===== config.mk =====
export PLATFORM = sky130hd
export DESIGN_NAME = mlop_vec_scheduler
export DESIGN_NICKNAME = d
export VERILOG_FILES = /design/src/rtl/mlop_vec_scheduler.sv
export SDC_FILE = /design/constraint.sdc
export NUM_CORES = 1
export LEC_CHECK = 0
export ABC_CLOCK_PERIOD_IN_PS = 1000
export CORE_MARGIN = 1.5
export CORE_UTILIZATION = 38
export DETAILED_ROUTE_END_ITERATION = 6
export HOLD_SLACK_MARGIN = 0.06
export PLACE_DENSITY = 0.71
export SYNTH_ARGS = -nofsm -noshare
export SYNTH_HDL_FRONTEND = slang
export SYNTH_SLANG_ARGS = --single-unit

===== constraint.sdc =====
create_clock -name clk_in -period 1 [get_ports clk_in]
set_input_delay 0.1 -clock clk_in [delete_from_list [all_inputs] [get_ports clk_in]]
set_output_delay 0.1 -clock clk_in [all_outputs]
set_load 0.02 [all_outputs]

===== src/rtl/mlop_vec_scheduler.sv =====
// Round-robin scheduler that time-shares one chunked vector MAC engine between
// NumReq requesters, sequencing chunk pops, weight/bias addressing and output pushes.
module mlop_vec_scheduler #(
   parameter  int NumReq      = 2,
   parameter  int InVecLength = 16,
   parameter  int WorkingRegs = 4,
   parameter  int RamLatency  = 1,
   localparam int Chunks      = InVecLength / WorkingRegs,
   localparam int AddrW       = (Chunks > 1) ? $clog2(Chunks) : 1,
   localparam int IdxW        = (NumReq > 1) ? $clog2(NumReq) : 1
) (
   input  logic              clk_in,
   input  logic              rst_in,
   input  logic [NumReq-1:0] req_in,
   output logic [NumReq-1:0] grant_out,
   input  logic              chunk_valid_in,
   output logic              chunk_pop_out,
   output logic [AddrW-1:0]  wb_addr_out,
   output logic [IdxW-1:0]   wb_bank_out,
   input  logic              out_ready_in,
   output logic              out_push_out,
   output logic              out_last_out,
   output logic              busy_out,
   output logic              vec_done_out
);

   localparam logic [1:0] IDLE  = 2'd0;
   localparam logic [1:0] RUN   = 2'd1;
   localparam logic [1:0] DRAIN = 2'd2;

   logic [1:0]            state_q, state_d;
   logic [NumReq-1:0]     grant_q, grant_d;
   logic [IdxW-1:0]       bank_q, bank_d;
   logic [IdxW-1:0]       rr_q, rr_d;
   logic [AddrW-1:0]      addr_q, addr_d;
   logic                  busy_q, busy_d;
   logic                  setup_q, setup_d;
   logic [RamLatency-1:0] pv_q, pl_q;

   logic [IdxW-1:0]       sel_idx, hi_idx, lo_idx;
   logic                  hi_found;
   logic                  issue, issue_last, push, push_last;

   // Circular search: lowest set request at or above the pointer, else lowest overall.
   always_comb begin
      hi_found = 1'b0;
      hi_idx   = '0;
      lo_idx   = '0;
      for (int i = NumReq - 1; i >= 0; i--) begin
         if (req_in[i]) begin
            lo_idx = IdxW'(i);
            if (IdxW'(i) >= rr_q) begin
               hi_idx   = IdxW'(i);
               hi_found = 1'b1;
            end
         end
      end
      sel_idx = hi_found ? hi_idx : lo_idx;
   end

   // The first RUN cycle issues nothing so the external FIFO mux can follow the new grant.
   assign issue      = (state_q == RUN) & ~setup_q & chunk_valid_in & out_ready_in;
   assign issue_last = (addr_q == AddrW'(Chunks - 1));
   assign push       = pv_q[RamLatency-1];
   assign push_last  = push & pl_q[RamLatency-1];

   always_comb begin
      state_d = state_q;
      grant_d = grant_q;
      bank_d  = bank_q;
      rr_d    = rr_q;
      addr_d  = addr_q;
      busy_d  = busy_q;
      setup_d = 1'b0;
      case (state_q)
         IDLE: begin
            if (|req_in) begin
               grant_d = NumReq'(1) << sel_idx;
               bank_d  = sel_idx;
               addr_d  = '0;
               busy_d  = 1'b1;
               setup_d = 1'b1;
               state_d = RUN;
            end
         end
         RUN: begin
            if (issue) begin
               if (issue_last) begin
                  addr_d  = '0;
                  state_d = DRAIN;
               end else begin
                  addr_d = addr_q + 1'b1;
               end
            end
         end
         DRAIN: begin
            if (push_last) begin
               grant_d = '0;
               bank_d  = '0;
               busy_d  = 1'b0;
               rr_d    = (bank_q == IdxW'(NumReq - 1)) ? '0 : bank_q + 1'b1;
               state_d = IDLE;
            end
         end
         default: state_d = IDLE;
      endcase
   end

   always_ff @(posedge clk_in or posedge rst_in) begin
      if (rst_in) begin
         state_q <= IDLE;
         grant_q <= '0;
         bank_q  <= '0;
         rr_q    <= '0;
         addr_q  <= '0;
         busy_q  <= 1'b0;
         setup_q <= 1'b0;
         pv_q    <= '0;
         pl_q    <= '0;
      end else begin
         state_q <= state_d;
         grant_q <= grant_d;
         bank_q  <= bank_d;
         rr_q    <= rr_d;
         addr_q  <= addr_d;
         busy_q  <= busy_d;
         setup_q <= setup_d;
         pv_q[0] <= issue;
         pl_q[0] <= issue & issue_last;
         for (int k = 1; k < RamLatency; k++) begin
            pv_q[k] <= pv_q[k-1];
            pl_q[k] <= pl_q[k-1];
         end
      end
   end

   assign grant_out     = grant_q;
   assign wb_bank_out   = bank_q;
   assign wb_addr_out   = addr_q;
   assign busy_out      = busy_q;
   assign chunk_pop_out = issue;
   assign out_push_out  = push;
   assign out_last_out  = push_last;
   assign vec_done_out  = push_last;

endmodule

==> results by group <==
STA
  • Slew @ Worst Pin: 0.360 ns
  • Final worst slack: -0.225 ns
  • Unrepaired setup endpoints after global routing: true
  • Worst clock skew: 0.0101 ns
  • Slew headroom: 75.9%
  • Max frequency: 0.816 GHz
  • Setup_tns: -1.52 ns
  • Final worst path period share: 122%
  • Final Hold Fails: 0
  • Slew Limit Fails: 0
  • Minimum clock period: 1.22 ns
  • Final setup violating endpoints: 12

Synth
  • Synth warn: 0
  • Syn_area_per_cell: 11.3 um2
  • Synth Instances: 44
  • Register area share after synthesis: 55.6%
  • Synth Cell Area: 495 um2
  • Mapped Nets: 51
  • Synth Register Bits: 11
  • Synth cell types: 21

Route
  • Via/cell ratio: 4.90
  • DRC: 0
  • DRT Pass-1 Iters: 3
  • Routed WL per cell: 12.7 um
  • Via count: 470
  • Routed WL: 1220 um
  • First DRT Iteration DRCs: 5
  • Antenna Nets Post-Route: 0

Worst setup path
  • Startpoint types: register
  • CP max FO: 4
  • CP endpoint kind: register
  • CP Class: reg2reg
  • Req. time, crit path: 1.15 ns
  • Buf+Inv Stages, Crit Path: 2
  • R2R cell count: 4
  • Max stage delay on crit path: 0.44 ns
  • CP max-delay cell: dfrtp_2
  • CP cell instances: buf_6, buf_4, a2111oi_2, o21ai_1
  • Worst path depth: 4
  • WP data arrival: 1.37 ns
  • Crit-path leading delay family: flip-flops

Finish
  • N_diodes: 0
  • Share of cells above drive strength 1: 59.8%
  • Commonest non-fill, non-tap cell in the layout: buf_4
  • Fin nets: 90
  • Final Cell Area: 856 um2
  • Synthesis-to-layout area growth: 72.7%
  • Final core occ: 74.0%
  • Most frequent cells in the layout: 16 x buf_4, 9 x buf_6, 8 x dfrtp_1

GRT
  • Met1 Use GR: 24.0%
  • Total track usage: 20.5%
  • Vias in the first global route: 464
  • Initial antenna violation count: 0
  • Grt ovf: 0
  • Grt met3 use: 11.0%
  • Met2 usage in global routing: 32.9%
  • First-pass GRT wire length: 1980 um
  • Global route hottest layer: met2
  • Largest net degree at the start of global routing: 12

Clock tree
  • H-tree levels: 1
  • Reg clk slew, reported paths: 0.07 ns
  • Clock Path Buffers: 2
  • # clock sinks: 11
  • CTS tree: done
  • Clock root buffer: clkbuf_4
  • Clk Latency, worst-skew pair: 0.27 ns
  • CTS Buf Count: 3
  • CTS Hold Bufs: 0

Power
  • Peak VDD IR: 1.11 mV
  • Leak pwr: 0.422 nW
  • Power density cells: 2030 nW/um2

Job
  • Max cap viols: 0

Floorplan
  • DIE WIDTH: 39.1 um
  • Die height: 39.1 um
  • FP Rows: 12
  • IO Count: 16
  • Initial core utilization: 42.9%
  • Die area: 1530 um2
  • Total core area: 1160 um2

Min path
  • HP Class: in2async

Run status
  • Status: complete, but fails checks
  • Failing checks: negative setup slack

Placed design
  • DP Area: 763 um2
  • Gpl congestion: 0.744
  • HPWL Detailed: 848 um
  • IO buf count: 15
  • Pre-CTS WS: -0.636 ns
cells by family (layout without fill, tap and decap cells):
family	count (synthesis)	in the layout	share of synthesized area, %
AO/OA/AOI/OAI	9	9	15.4
AND/OR/NAND/NOR	14	14	18.2
adder cells (fa/ha/maj)	1	1	2.52
buffers and inverters	9	47	8.33
flip-flops	11	11	55.6
worst reg2reg max path: cells and delay by family (launching register included):
| family | cells | cell delay, ns |
|---|---|---|
| compound gates | 2 | 0.40 |
| buf+inv | 2 | 0.27 |
| flops | 1 | 0.44 |
layout make-up:
class | instances | area [um2]
multi-input cells | 24 | 205
repair buffers | 36 | 302
fillers | 84 | 300
inverters | 7 | 26.3
flip-flops and latches | 11 | 279
clock buffers | 4 | 26.3
well taps | 14 | 17.5
metal layers:
layer | share of wire, % | vias up
met3 | 5.0 | 0
li1 | - | 233
met2 | 55 | 11
met4 | 0 | 0
met5 | 0 | -
met1 | 39 | 226
where the power goes:
| group | leakage (nW) | switching [mW] | total, mW | internal [mW] |
|---|---|---|---|---|
| Sequential | 0.133 | 0.0805 | 0.640 | 0.560 |
| Combinational | 0.274 | 0.388 | 0.802 | 0.414 |
| Clock | 0.0150 | 0.143 | 0.297 | 0.154 |
cell usage after synthesis:
library cell / n / area, um2
dfrtp_1: 11 / 275
inv_1: 6 / 22.5
nand2_1: 4 / 15.0
a31o_1: 3 / 26.3
buf_4: 2 / 15.0
nor2_1: 2 / 7.51
nor3_1: 2 / 10.0
a2111oi_2: 1 / 15.0
and2_1: 1 / 6.26
ha_1: 1 / 12.5
inv_2: 1 / 3.75
nand2b_4: 1 / 13.8
nand4b_1: 1 / 8.76
nand4b_2: 1 / 15.0
nor3b_1: 1 / 7.51
nor4_1: 1 / 6.26
o2111ai_1: 1 / 8.76
o211ai_1: 1 / 7.51
o21ai_0: 1 / 5.00
o21ai_1: 1 / 5.00
o32ai_1: 1 / 8.76
metrics by stage:
stage                     std cells  power, mW  hold WS [ns]
final                            96       1.74         0.106
after global routing             96       1.85         0.120
after CTS                        94       1.71         0.104
after detailed placement         84       1.40         0.406
after global placement           84       1.39         0.391
after floorplan                  44       1.03       -0.0478
timing repair:
action                     in CTS  in global routing
buffers inserted                6                  2
cloned                          0                  0
setup endpoints to repair      19                 14
gates resized for setup        58                  2
pin swaps                       9                  5
final timing paths:
| kind | from | to | slack [ns] |
|---|---|---|---|
| max reg2reg | state_q[0] | grant_out[1] | -0.22 |
| max | state_q[0] | grant_out[1] | -0.22 |
| max in group asynchronous | rst_in | wb_addr_out[0] | 0.72 |
| min in group clk_in | busy_out | busy_out | 0.48 |
| min | rst_in | state_q[0] | 0.11 |
| min reg2reg | busy_out | busy_out | 0.48 |
registers in the layout (all words and copies together) (netlist names):
name and cells:
busy_out 1, grant_out 2, wb_addr_out 2, out_push_out 1
state_q 2, rr_q 1, pl_q 1, setup_q 1
Power figures use the tool's default switching activity.
